<file path="src/rtl/vm_pkg.sv">
// Shared types and helpers for the multi-item vending controller.
package vm_pkg;

  typedef enum logic [2:0] {IDLE, CREDIT, VEND, CHANGE, REFUND} state_e;

  typedef enum logic [1:0] {COIN_NONE, COIN_NICKEL, COIN_DIME, COIN_QUARTER} coin_e;

  function automatic logic [4:0] coin_value(coin_e c);
    case (c)
      COIN_NICKEL:  return 5'd5;
      COIN_DIME:    return 5'd10;
      COIN_QUARTER: return 5'd25;
      default:      return 5'd0;
    endcase
  endfunction

  // Item idx costs (idx+1) price steps.
  function automatic int unsigned price(int unsigned idx, int unsigned step);
    return (idx + 1) * step;
  endfunction

endpackage

</file>
<file path="src/rtl/vm_bin2dec.sv">
// Combinational split of a cent balance into dollars and remaining cents.
module vm_bin2dec #(
  parameter int BAL_W = 10
) (
  input  logic [BAL_W-1:0] bal,
  output logic [7:0]       dollars,
  output logic [7:0]       cents
);

  logic [BAL_W-1:0] quo, rem;

  always_comb begin
    quo     = bal / BAL_W'(100);
    rem     = bal % BAL_W'(100);
    dollars = 8'(quo);
    cents   = 8'(rem);
  end

endmodule

</file>
<file path="src/rtl/vm_multi.sv">
// Multi-item vending controller: credit, per-item pricing, vend, change and refund.
// Optional per-item stock tracking is enabled by defining VM_INVENTORY_EN.
module vm_multi
  import vm_pkg::*;
#(
  parameter int NUM_ITEMS  = 4,
  parameter int PRICE_STEP = 10,
  parameter int MAX_BAL    = 500,
  parameter int BAL_W      = 10,
  parameter int STOCK_INIT = 3,
  parameter int STOCK_W    = 4,
  localparam int IW        = (NUM_ITEMS > 1) ? $clog2(NUM_ITEMS) : 1
) (
  input  logic                 clk,
  input  logic                 rst,
  input  logic                 coin_valid,
  input  logic [1:0]           coin,
  input  logic                 sel_valid,
  input  logic [IW-1:0]        item,
  input  logic                 refund_req,
  output logic                 vend_valid,
  output logic [IW-1:0]        vend_item,
  output logic                 change_valid,
  output logic [BAL_W-1:0]     change_cents,
  output logic [7:0]           dollars,
  output logic [7:0]           cents,
  output logic                 busy,
  output logic                 coin_reject,
  output logic                 sel_reject,
  output logic [NUM_ITEMS-1:0] sold_out,
  output logic                 green,
  output logic                 red,
  output logic                 blue
);

  state_e           state_q, state_d;
  logic [BAL_W-1:0] bal_q, bal_d;
  logic [IW-1:0]    item_q, item_d;
  logic             crej_q, crej_d, srej_q, srej_d;

  logic             coin_nz, coin_ok, sel_ok;
  logic [BAL_W:0]   coin_sum, sel_price, vend_price, vend_rem;

  // Extra top bit keeps the overflow/underflow compares honest.
  assign coin_nz    = coin_valid && (coin != 2'd0);
  assign coin_sum   = {1'b0, bal_q} + (BAL_W+1)'(coin_value(coin_e'(coin)));
  assign coin_ok    = coin_sum <= (BAL_W+1)'(MAX_BAL);
  assign sel_price  = (BAL_W+1)'(price(32'(item), PRICE_STEP));
  assign vend_price = (BAL_W+1)'(price(32'(item_q), PRICE_STEP));
  assign vend_rem   = {1'b0, bal_q} - vend_price;
  assign sel_ok     = ({1'b0, item} < (IW+1)'(NUM_ITEMS)) && !sold_out[item] &&
                      ({1'b0, bal_q} >= sel_price);

  always_comb begin
    state_d = state_q;
    bal_d   = bal_q;
    item_d  = item_q;
    crej_d  = 1'b0;
    srej_d  = 1'b0;
    case (state_q)
      IDLE: begin
        srej_d = sel_valid;
        if (coin_nz) begin
          if (coin_ok) begin
            bal_d   = coin_sum[BAL_W-1:0];
            state_d = CREDIT;
          end else begin
            crej_d = 1'b1;
          end
        end
      end
      CREDIT: begin
        if (refund_req) begin
          state_d = REFUND;
          crej_d  = coin_nz;
        end else if (sel_valid) begin
          crej_d = coin_nz;
          if (sel_ok) begin
            item_d  = item;
            state_d = VEND;
          end else begin
            srej_d = 1'b1;
          end
        end else if (coin_nz) begin
          if (coin_ok) bal_d = coin_sum[BAL_W-1:0];
          else         crej_d = 1'b1;
        end
      end
      VEND: begin
        crej_d  = coin_nz;
        bal_d   = vend_rem[BAL_W-1:0];
        state_d = (vend_rem != '0) ? CHANGE : IDLE;
      end
      CHANGE, REFUND: begin
        crej_d  = coin_nz;
        bal_d   = '0;
        state_d = IDLE;
      end
      default: state_d = IDLE;
    endcase
  end

  always_ff @(posedge clk or negedge rst) begin
    if (!rst) begin
      state_q <= IDLE;
      bal_q   <= '0;
      item_q  <= '0;
      crej_q  <= 1'b0;
      srej_q  <= 1'b0;
    end else begin
      state_q <= state_d;
      bal_q   <= bal_d;
      item_q  <= item_d;
      crej_q  <= crej_d;
      srej_q  <= srej_d;
    end
  end

`ifdef VM_INVENTORY_EN
  logic [NUM_ITEMS-1:0][STOCK_W-1:0] stock_q;

  always_ff @(posedge clk or negedge rst) begin
    if (!rst) begin
      for (int i = 0; i < NUM_ITEMS; i++) stock_q[i] <= STOCK_W'(STOCK_INIT);
    end else if (state_q == VEND && stock_q[item_q] != '0) begin
      stock_q[item_q] <= stock_q[item_q] - 1'b1;
    end
  end

  for (genvar g = 0; g < NUM_ITEMS; g++) begin : g_sold
    assign sold_out[g] = (stock_q[g] == '0);
  end
`else
  logic unused_stock;
  assign unused_stock = ^{STOCK_W'(STOCK_INIT)};
  assign sold_out     = '0;
`endif

  vm_bin2dec #(.BAL_W(BAL_W)) u_bin2dec (
    .bal     (bal_q),
    .dollars (dollars),
    .cents   (cents)
  );

  assign vend_valid   = (state_q == VEND);
  assign vend_item    = vend_valid ? item_q : '0;
  assign change_valid = (state_q == CHANGE) || (state_q == REFUND);
  assign change_cents = change_valid ? bal_q : '0;
  assign busy         = vend_valid || change_valid;
  assign coin_reject  = crej_q;
  assign sel_reject   = srej_q;
  assign green        = vend_valid;
  assign red          = crej_q | srej_q;
  assign blue         = change_valid;

endmodule

</file>
<file path="config.mk">
export PLATFORM = sky130hd
export DESIGN_NAME = vm_multi
export DESIGN_NICKNAME = d
export VERILOG_FILES = /design/src/rtl/vm_pkg.sv /design/src/rtl/vm_bin2dec.sv /design/src/rtl/vm_multi.sv
export SDC_FILE = /design/constraint.sdc
export NUM_CORES = 1
export LEC_CHECK = 0
export BUFFER_PORTS_ARGS = -buffer_cell sky130_fd_sc_hd__clkbuf_2
export CORE_ASPECT_RATIO = 0.6
export CORE_UTILIZATION = 52
export DETAILED_ROUTE_END_ITERATION = 10
export GPL_ROUTABILITY_DRIVEN = 0
export GPL_TIMING_DRIVEN = 0
export PLACE_DENSITY = 0.81
export RECOVER_POWER = 25
export SETUP_SLACK_MARGIN = 0.05
export SYNTH_ARGS = -nofsm -noshare
export SYNTH_HDL_FRONTEND = slang
export SYNTH_HIERARCHICAL = 1
export SYNTH_SLANG_ARGS = --single-unit
</file>
<file path="constraint.sdc">
create_clock -name clk -period 3.2 [get_ports clk]
set_input_delay 0.8 -clock clk [delete_from_list [all_inputs] [get_ports clk]]
set_output_delay 0.8 -clock clk [all_outputs]
set_load 0.05 [all_outputs]
</file>
* After elaboration in Yosys (flattened, before gate mapping)
Index checks and enable logic that the tools add are counted.
Word-level totals: output and inout bits 40, register bits 17, logic and storage cells 71
Cells by class: bitwise logic cells 2, eq/ne operators 13, div/mod/pow operators 2, add/subtract/negate cells 4, reductions and logical operators 14, $mul 2, muxes and demuxes 26, order comparisons 3
Operator list (count):
- $mux 10 | 5
- $pmux 10 s4 | 1
- $mux 3 | 5
- $pmux 5 s3 | 1
- $mul 3x3->6 const B | 2
- $add 10x5->11 | 1
- $le 11x9->1 const B | 1
- $reduce_bool 11->1 | 1
- $sub 10x7->11 | 1
- $div 10x7->10 const B | 1
- $ge 10x7->1 | 1
- $mod 10x7->10 const B | 1
- $pmux 3 s3 | 1
- $mux 1 | 8
- $ne 2x2->1 const B | 4
- $reduce_and 4->1 | 2
- $add 2x1->3 const B | 2
- $eq 3x2->1 const B | 2
- $ne 3x3->1 const B | 2
- $eq 2x2->1 const B | 2
- $mux 2 | 2
- $reduce_bool 4->1 | 1
- $eq 3x1->1 const B | 1
- $eq 3x3->1 const B | 1
- other kinds (15) | 17

* Logic depth before layout (Yosys ltp)
Gate-level depths: netlist of run 1.
depth after elaboration 9, gate-level depth with buffers 11

* Cells and area by module
The synthesis of run 1 kept the hierarchy.
Modules (own cells, without submodules):
- vm_multi | area each 2063.2 µm², times used 1, sequential area each 425.4 µm², cells an instance 254
- vm_bin2dec | area each 782.0 µm², times used 1, sequential area each 0.0 µm², cells an instance 113

* Worst setup path before layout of run 1
No wires, ideal clock.
path type register to output, start reg bal_q[4], end out cents[2], stages on the path, launching flop included 9, path slack -895 ps, buffers on the path 1, data arrival time 3295 ps, cell sequence dfrtp_1 -> buf_2 -> or3b_1 -> o211ai_1 -> and3b_4 -> a31oi_2 -> mux2i_1 -> nand2b_1 -> xnor2_1
On the way: word-level cells in the longest chain between the ends 1
Ends and longest elaborated chain:
- from (decl) | RTL line vm_multi.sv:37 | logic [BAL_W-1:0] bal_q, bal_d;
- from (signal assigned) | RTL line vm_multi.sv:112 | bal_q <= bal_d;
- $mod 10x7->10 | RTL line vm_bin2dec.sv:14 | rem = bal % BAL_W'(100);
- to (decl) | RTL line vm_multi.sv:26 | output logic [7:0] cents,
No other way between the ends.

* Worst setup path after layout of run 1
start reg bal_q[4], end out cents[4]
Same word-level chain as after synthesis.

==> results of run 1 <==
[flip-flops by register name, indices dropped and copies added, names as in the netlist]
register / count
sel_reject: 1
coin_reject: 1
item_q: 2
state_q: 3
bal_q: 10
[through the flow]
stage | setup TNS [ps] | cell area [sq um] | setup slack (ps)
after floorplan | -380 | 3020 | -113
after global placement | -4870 | 3300 | -507
after detailed placement | -6030 | 3300 | -558
after CTS | -2470 | 3650 | -475
after global routing | -3070 | 3820 | -591
final | -2730 | 3820 | -533
[layout make-up]
class | count | area share
multi-input combinational | 302 | 0.641
sequential | 17 | 0.113
buffer | 31 | 0.0655
clock buffer | 4 | 0.0118
tap | 66 | 0.0216
inverter | 24 | 0.0236
timing repair buffer | 68 | 0.124
[per-layer routing]
layer,wire (um),track usage,vias to the layer above,share of wire
met4,157,0.0441,0,0.016
li1,-,-,1497,-
met2,4080,0.484,235,0.42
met1,4220,0.488,1517,0.44
met3,1160,0.0660,31,0.12
met5,0,0,-,0
[final timing paths]
check	from	to	slack, ps	cells after the start
worst min-delay path	item_q[1]	item_q[1]	620	2
worst max register to register	bal_q[2]	bal_q[8]	220	7
worst max-delay path	bal_q[4]	cents[4]	-530	10
worst min register to register	item_q[1]	item_q[1]	620	2
max in group asynchronous	rst	bal_q[7]	1830	1
min in group asynchronous	rst	coin_reject	680	1
[synthesized netlist by cell type (all sizes together), types with 3 or more instances]
cell type	count	area share
a21boi	3	0.0079
o2111ai	3	0.0092
buf	21	0.052
o221ai	4	0.017
a21oi	14	0.029
nor2	27	0.036
o311ai	4	0.012
o22ai	4	0.0088
o21ai	25	0.044
nand2b	8	0.018
nor2b	7	0.015
inv	24	0.032
a2111o	3	0.012
or2	4	0.0088
dfrtp	17	0.15
mux2i	4	0.014
and2	14	0.031
or3	4	0.0088
xnor2	10	0.031
nand2	30	0.040
and3	5	0.011
nor3	7	0.012
o211ai	6	0.016
a21o	6	0.016
a211oi	5	0.013
nand3	7	0.012
or4	4	0.011
o21a	5	0.013
ha	21	0.092
xor2	7	0.022
o31ai	6	0.016
a31oi	8	0.020
clkbuf	10	0.024
o211a	7	0.025
[cells in the final DEF, fill, tap and decap left out, types with 6 or more instances in the layout]
cell / instances
conb_1: 9
clkbuf_1: 7
o21ai_0: 21
dfrtp_1: 12
o211ai_1: 6
clkbuf_2: 34
nor2_1: 25
nand2_1: 28
nand2b_1: 7
buf_4: 42
buf_6: 7
a21oi_1: 11
ha_1: 20
xnor2_1: 7
inv_1: 23
and2_1: 13
nand3_1: 7
xor2_1: 7
clkbuf_8: 6
buf_8: 6
o211a_1: 7
[cell families after synthesis]
family | Yosys count | share of synthesized area
xor gates and xnor gates | 17 | 0.0523
and+or+nand+nor | 127 | 0.241
muxes | 5 | 0.0180
buffers and inverters | 55 | 0.108
adders and majority gates | 24 | 0.110
AOI/OAI and AO/OA | 120 | 0.318
DFF | 17 | 0.150
other | 2 | 0.00264
[worst max-delay path: stages (launching register included)]
cell and delay, ps:
dfrtp_2 430, buf_6 140, or3b_1 350, o211ai_1 130, and3b_4 280, a31oi_4 270
mux2_4 370, a21o_1 210, o21ai_4 180, xnor2_4 140, buf_8 160
[timing repair]
item | in CTS | in global routing
pin swaps | 12 | 12
gates cloned | 0 | 1
gates resized for setup | 35 | 28
setup buffers | 21 | 7
endpoints found under the setup margin | 15 | 30
==> flow_metrics.py, run 1 <==
metrics = {
    "floorplanning": {
        "die_x_um": 97.5,
        "pin_count": 49,
        "die_height_um": 59.3,
        "start_util": 0.552,
        "rows": 20,
        "die-area_sq_um": 5780,
        "coreArea_sq_um": 5150,
    },
    "grt": {
        "grt_pass1_wl_um": 14800,
        "grt_pass1_vias": 2909,
        "grt_max_degree": 18,
        "overflow": 0,
        "grtUsageTotal": 0.323,
        "antenna_found_initial": 0,
    },
    "finish": {
        "layoutNonFillerInstCount": 512,
        "register_area_sq_um": 432,
        "drive_above_1_share": 0.343,
        "n_fill_cell": 381,
        "area_growth_pct": 34.3,
        "diodes": 0,
        "multiInputGateArea_sq_um": 2450,
        "fin_util": 0.741,
        "fin_nets": 479,
    },
    "clock_network": {
        "cts_tree": "done",
        "cts_htree_levels": 1,
        "ctsHoldBuffers": 0,
        "cts_root_buffer": "clkbuf_8",
        "clkLatencyLatePin_ps": 260,
        "cts_buffer_depth": 2,
        "cts_made_buffers": 3,
        "clock_sinks": 17,
        "clk_pin_slew_worst_paths_ps": 80,
    },
    "setup_path": {
        "crit_fanout": 4,
        "cp-start-kind": "flop",
        "required_ps": 2400,
        "setup.worst_path.end_class": "output port",
        "path_class": "reg2out",
        "cp.arrival_ps": 2930,
    },
    "synthesis": {
        "async_reset_ff_frac": 1.00,
        "synth_cells": 367,
        "syn_area_sq_um": 2850,
        "synth_ff_type": "dfrtp_1",
        "yosys_warnings": 6,
        "synth_seq_area_share": 0.150,
        "synth_edf_count": 0,
        "synth_seq_cells": 17,
        "yosysUniqueCellTypes": 78,
        "syn_area_per_cell_sq_um": 7.75,
    },
    "placement": {
        "dp_hpwl_um": 6630,
        "dp_cells": 479,
        "numPortBuffers": 39,
    },
    "sta": {
        "drv_slew": 0,
        "rsz0062_at_grt": "true",
        "worst_pin_slew_ps": 1020,
        "relSlewSlack": 0.322,
        "min_period_ps": 3730,
        "max_freq_mhz": 268,
        "holdWs_ps": 622,
        "clock_skew_ps": 8.49,
        "final.period_utilization": 1.17,
        "setup_viol_count_final": 6,
        "setup_slack_ps": -533,
        "hold_viol": 0,
    },
    "run_status": {
        "status": "finished with violations",
        "violations": "negative setup slack",
    },
    "job": {
        "drv_cap": 0,
    },
    "worst_hold_path": {
        "hp-class": "reg2reg",
    },
    "routing": {
        "drt-total-wl_um": 9610,
        "via_per_inst": 6.41,
        "firstDrtPassIters": 6,
        "post_drt_wl_per_cell_um": 18.8,
        "drc_errors": 0,
        "ant_nets": 0,
        "drt-initial-drc-count": 458,
        "dr_total_vias": 3280,
    },
}
Power of run 1 is left out: the tool's default activity adds up to more than one toggle a clock period on the data nets, which glitch-free logic cannot reach.
==> inputs of run 2 (changes only) <==
--- a/config.mk
+++ b/config.mk
@@ -5,13 +5,13 @@
 export SDC_FILE = /design/constraint.sdc
 export NUM_CORES = 1
 export LEC_CHECK = 0
-export BUFFER_PORTS_ARGS = -buffer_cell sky130_fd_sc_hd__clkbuf_2
 export CORE_ASPECT_RATIO = 0.6
-export CORE_UTILIZATION = 52
+export CORE_UTILIZATION = 55
 export DETAILED_ROUTE_END_ITERATION = 10
+export DONT_BUFFER_PORTS = 1
 export GPL_ROUTABILITY_DRIVEN = 0
 export GPL_TIMING_DRIVEN = 0
-export PLACE_DENSITY = 0.81
+export PLACE_DENSITY = 0.76
 export RECOVER_POWER = 25
 export SETUP_SLACK_MARGIN = 0.05
 export SYNTH_ARGS = -nofsm -noshare
==> flow_metrics.py, run 2 (synthesized netlist as in run 1, its figures left out) <==
metrics = {
    "run_status": {
        "status": "finished with violations",
        "violations": "negative setup slack",
    },
    "job": {
        "drv_cap": 0,
    },
    "routing": {
        "firstDrtPassIters": 6,
        "via_per_inst": 6.71,
        "dr_total_vias": 3207,
        "drc_errors": 0,
        "drt-initial-drc-count": 479,
        "ant_nets": 0,
        "post_drt_wl_per_cell_um": 19.9,
        "drt-total-wl_um": 9520,
    },
    "setup_path": {
        "cp-start-kind": "flop",
        "required_ps": 2400,
        "path_class": "reg2out",
        "setup.worst_path.end_class": "output port",
        "crit_fanout": 6,
        "cp.arrival_ps": 2970,
    },
    "finish": {
        "final_cell_mix": "48 x buf_4, 29 x nand2_1, 25 x nor2_1",
        "top_register": "bal_q",
        "final_area_sq_um": 3640,
        "top_regs": "bal_q x10, state_q x3, item_q x2",
        "area_growth_pct": 27.9,
        "diodes": 0,
        "n_fill_cell": 330,
        "fin_nets": 448,
        "largest_register_ffs": 10,
        "final_common_cell": "buf_4",
        "drive_above_1_share": 0.308,
    },
    "clock_network": {
        "cts_made_buffers": 3,
        "clkLatencyLatePin_ps": 270,
        "cts_tree": "done",
        "cts_root_buffer": "clkbuf_8",
        "cts_htree_levels": 1,
        "clk_pin_slew_worst_paths_ps": 80,
        "clock_sinks": 17,
        "cts_buffer_depth": 2,
    },
    "floorplanning": {
        "pin_count": 49,
        "rows": 19,
        "die_x_um": 94.9,
        "die_height_um": 57.7,
        "start_util": 0.595,
        "die-area_sq_um": 5470,
        "coreArea_sq_um": 4780,
    },
    "grt": {
        "grtUsageTotal": 0.346,
        "grt_max_degree": 18,
        "overflow": 0,
        "grt_pass1_wl_um": 14500,
        "grt_pass1_vias": 2771,
        "antenna_found_initial": 0,
    },
    "placement": {
        "dp_hpwl_um": 6400,
        "numPortBuffers": 0,
        "placed_cell_area_sq_um": 3110,
    },
    "sta": {
        "min_period_ps": 3770,
        "setup_viol_count_final": 6,
        "max_freq_mhz": 265,
        "drv_slew": 0,
        "final.period_utilization": 1.18,
        "worst_pin_slew_ps": 890,
        "clock_skew_ps": 5.23,
        "rsz0062_at_grt": "true",
        "holdWs_ps": 221,
        "tns_ps": -2920,
        "setup_slack_ps": -573,
        "relSlewSlack": 0.405,
        "hold_viol": 0,
    },
    "worst_hold_path": {
        "hp-class": "in2async",
    },
}
[run 2: cell count changes in the layout (fill, tap and decap cells not counted), sizes merged]
cell / delta
buf: +2
clkbuf: -34
nor4: +1
[run 2: layer usage]
metal / up-vias / global-route usage / share of wire
li1: 1436 / - / -
met1: 1504 / 0.532 / 0.45
met2: 238 / 0.514 / 0.42
met3: 29 / 0.0525 / 0.12
met4: 0 / 0.0649 / 0.016
met5: - / 0 / 0
[run 2: final cells by class]
class	instances	area (sq um)	area share
timing repair buffer	36	272	0.0746
inverter	24	90.1	0.0248
clock buffer	4	45.0	0.0124
sequential	17	434	0.119
buffer	31	258	0.0708
multi-input combinational	303	2460	0.676
tap	63	78.8	0.0217
[run 2: metrics by stage]
| step | setup WS (ps) | std cells | utilization |
|---|---|---|---|
| 3_5_place_dp | -474 | 437 | 0.650 |
| 2_1_floorplan | -113 | 374 | - |
| 4_1_cts | -482 | 467 | 0.730 |
| 6_report | -573 | 478 | 0.761 |
| 5_1_grt | -655 | 478 | 0.761 |
| 3_3_place_gp | -429 | 437 | 0.648 |
[run 2: what timing repair did]
| item | 4_1_cts | 5_1_grt |
|---|---|---|
| endpoints found under the setup margin | 17 | 25 |
| hold buffers | 0 | 0 |
| gates cloned | 0 | 2 |
| setup buffers | 26 | 10 |
| gates resized for setup | 30 | 23 |
| pin swaps | 12 | 14 |
[run 2: path summary, 6_finish.rpt]
check | from | to | slack, ps | cells after the start
max reg2reg | bal_q[0] | state_q[0] | 160 | 9
min | rst | bal_q[3] | 220 | 0
max in group asynchronous | rst | bal_q[3] | 2900 | 0
max | bal_q[9] | cents[2] | -570 | 12
min in group clk | item_q[1] | item_q[1] | 620 | 2
min reg2reg | item_q[1] | item_q[1] | 620 | 2
[run 2: critical path: stages, from the launching register on]
cell,delay (ps)
dfrtp_2,410
buf_6,150
buf_8,120
buf_4,110
nor2_1,40
a21oi_1,250
o22ai_4,180
a21oi_4,250
buf_4,180
a21o_1,170
a31oi_4,150
nand2b_4,270
xnor2_4,410
Power of run 2 is left out for the same reason.
==> inputs of run 3 (changes only) <==
--- a/config.mk
+++ b/config.mk
@@ -6,12 +6,12 @@
 export NUM_CORES = 1
 export LEC_CHECK = 0
 export CORE_ASPECT_RATIO = 0.6
-export CORE_UTILIZATION = 55
+export CORE_UTILIZATION = 52
 export DETAILED_ROUTE_END_ITERATION = 10
 export DONT_BUFFER_PORTS = 1
 export GPL_ROUTABILITY_DRIVEN = 0
 export GPL_TIMING_DRIVEN = 0
-export PLACE_DENSITY = 0.76
+export PLACE_DENSITY = 0.73
 export RECOVER_POWER = 25
 export SETUP_SLACK_MARGIN = 0.05
 export SYNTH_ARGS = -nofsm -noshare
==> flow_metrics.py, run 3 (synthesized netlist as in run 1, its figures left out) <==
metrics = {
    "grt": {
        "grt_pass1_vias": 2558,
        "grtUsageTotal": 0.301,
        "overflow": 0,
        "antenna_found_initial": 0,
        "grt_max_degree": 18,
        "grt_pass1_wl_um": 13600,
    },
    "routing": {
        "ant_nets": 0,
        "dr_total_vias": 3041,
        "top_layer_used": "met4",
        "drt-met1-wl_um": 4240,
        "drc_errors": 0,
        "drt-total-wl_um": 9230,
        "drt-initial-drc-count": 383,
        "post_drt_wl_per_cell_um": 19.5,
        "firstDrtPassIters": 5,
        "via_per_inst": 6.43,
        "wl_met3_um": 993,
        "wl_met2_um": 3940,
    },
    "clock_network": {
        "cts_made_buffers": 3,
        "clkLatencyLatePin_ps": 270,
        "cts_root_buffer": "clkbuf_8",
        "cts_buffer_depth": 2,
        "cts_htree_levels": 1,
        "cts_tree": "done",
        "clock_sinks": 17,
        "clk_pin_slew_worst_paths_ps": 80,
        "ctsHoldBuffers": 0,
    },
    "setup_path": {
        "path_class": "reg2out",
        "r2r-end": "bal_q[2]",
        "setup.worst_path.end_class": "output port",
        "r2r_start": "bal_q[3]",
        "crit_fanout": 5,
        "cp-start-kind": "flop",
        "r2r_setup_slack_ps": 150,
        "reg2regPathDepth": 8,
        "cp.arrival_ps": 2940,
        "required_ps": 2400,
    },
    "floorplanning": {
        "rows": 20,
        "die_height_um": 59.3,
        "coreArea_sq_um": 5150,
        "start_util": 0.552,
        "pin_count": 49,
        "die-area_sq_um": 5780,
        "die_x_um": 97.5,
    },
    "sta": {
        "final.period_utilization": 1.17,
        "worst_pin_slew_ps": 893,
        "holdWs_ps": 217,
        "hold_viol": 0,
        "max_freq_mhz": 267,
        "relSlewSlack": 0.406,
        "rsz0062_at_grt": "true",
        "setup_viol_count_final": 6,
        "drv_slew": 0,
        "setup_slack_ps": -541,
        "clock_skew_ps": 6.28,
        "min_period_ps": 3740,
    },
    "finish": {
        "top_register": "bal_q",
        "layoutNonFillerInstCount": 473,
        "largest_register_ffs": 10,
        "drive_above_1_share": 0.310,
        "final_common_cell": "buf_4",
        "top_regs": "bal_q x10, state_q x3, item_q x2",
        "fin_nets": 440,
        "n_fill_cell": 413,
        "diodes": 0,
        "area_growth_pct": 27.5,
        "final_cell_mix": "39 x buf_4, 29 x nand2_1, 25 x nor2_1",
    },
    "run_status": {
        "status": "finished with violations",
        "violations": "negative setup slack",
    },
    "placement": {
        "numPortBuffers": 0,
        "dp_cells": 440,
        "dp_hpwl_um": 6330,
    },
    "worst_hold_path": {
        "hp-class": "in2async",
    },
    "job": {
        "drv_cap": 0,
    },
}
==> run 3: final cells by class <==
type                            instances  area (sq um)  area share
Timing Repair Buffer                   30           240      0.0662
Multi-Input combinational cell        302          2490       0.686
Inverter                               24          90.1      0.0248
Buffer                                 30           246      0.0680
Tap cell                               66          82.6      0.0228
Sequential cell                        17           432       0.119
Clock inverter                          1          5.00     0.00138
Clock buffer                            3          41.3      0.0114
==> run 3: timing repair <==
action | CTS | global route
buffers inserted | 18 | 12
pin swaps | 6 | 18
setup endpoints to repair | 21 | 26
gates resized for setup | 20 | 40
gates cloned | 0 | 0
==> run 3: worst max-delay path by stage <==
stage	startpoint	endpoint	slack (ps)	cells past startpoint
after global placement	bal_q[7]	cents[2]	-430	9
after detailed placement	bal_q[9]	cents[2]	-450	9
final	bal_q[4]	cents[6]	-540	9
after global routing	bal_q[4]	cents[5]	-630	9
after floorplan	bal_q[4]	cents[2]	-110	8
after CTS	bal_q[4]	cents[6]	-510	9
==> run 3: layer usage <==
metal,vias up,track usage
met5,-,0
met4,0,0.0525
met3,10,0.0460
met2,182,0.436
met1,1432,0.473
li1,1417,-
==> run 3: metrics by stage <==
step / setup slack, ps / setup TNS, ps / utilization / cell area [sq um]
detailed placement: -450 / -4690 / 0.603 / 3110
global placement: -429 / -3520 / 0.602 / 3100
finish: -541 / -2640 / 0.704 / 3630
CTS: -506 / -2380 / 0.652 / 3360
floorplan: -113 / -380 / - / 3020
global route: -629 / -3080 / 0.704 / 3630
==> run 3: worst max-delay path, stage by stage, from the launching register on <==
cell and delay, ps:
dfrtp_2 430, buf_6 140, or3b_1 360, o211ai_1 150, and3b_4 280, nand4_4 140
a31oi_1 110, or2_1 290, a2111o_1 410, o221ai_4 370
Power of run 3 is left out for the same reason.
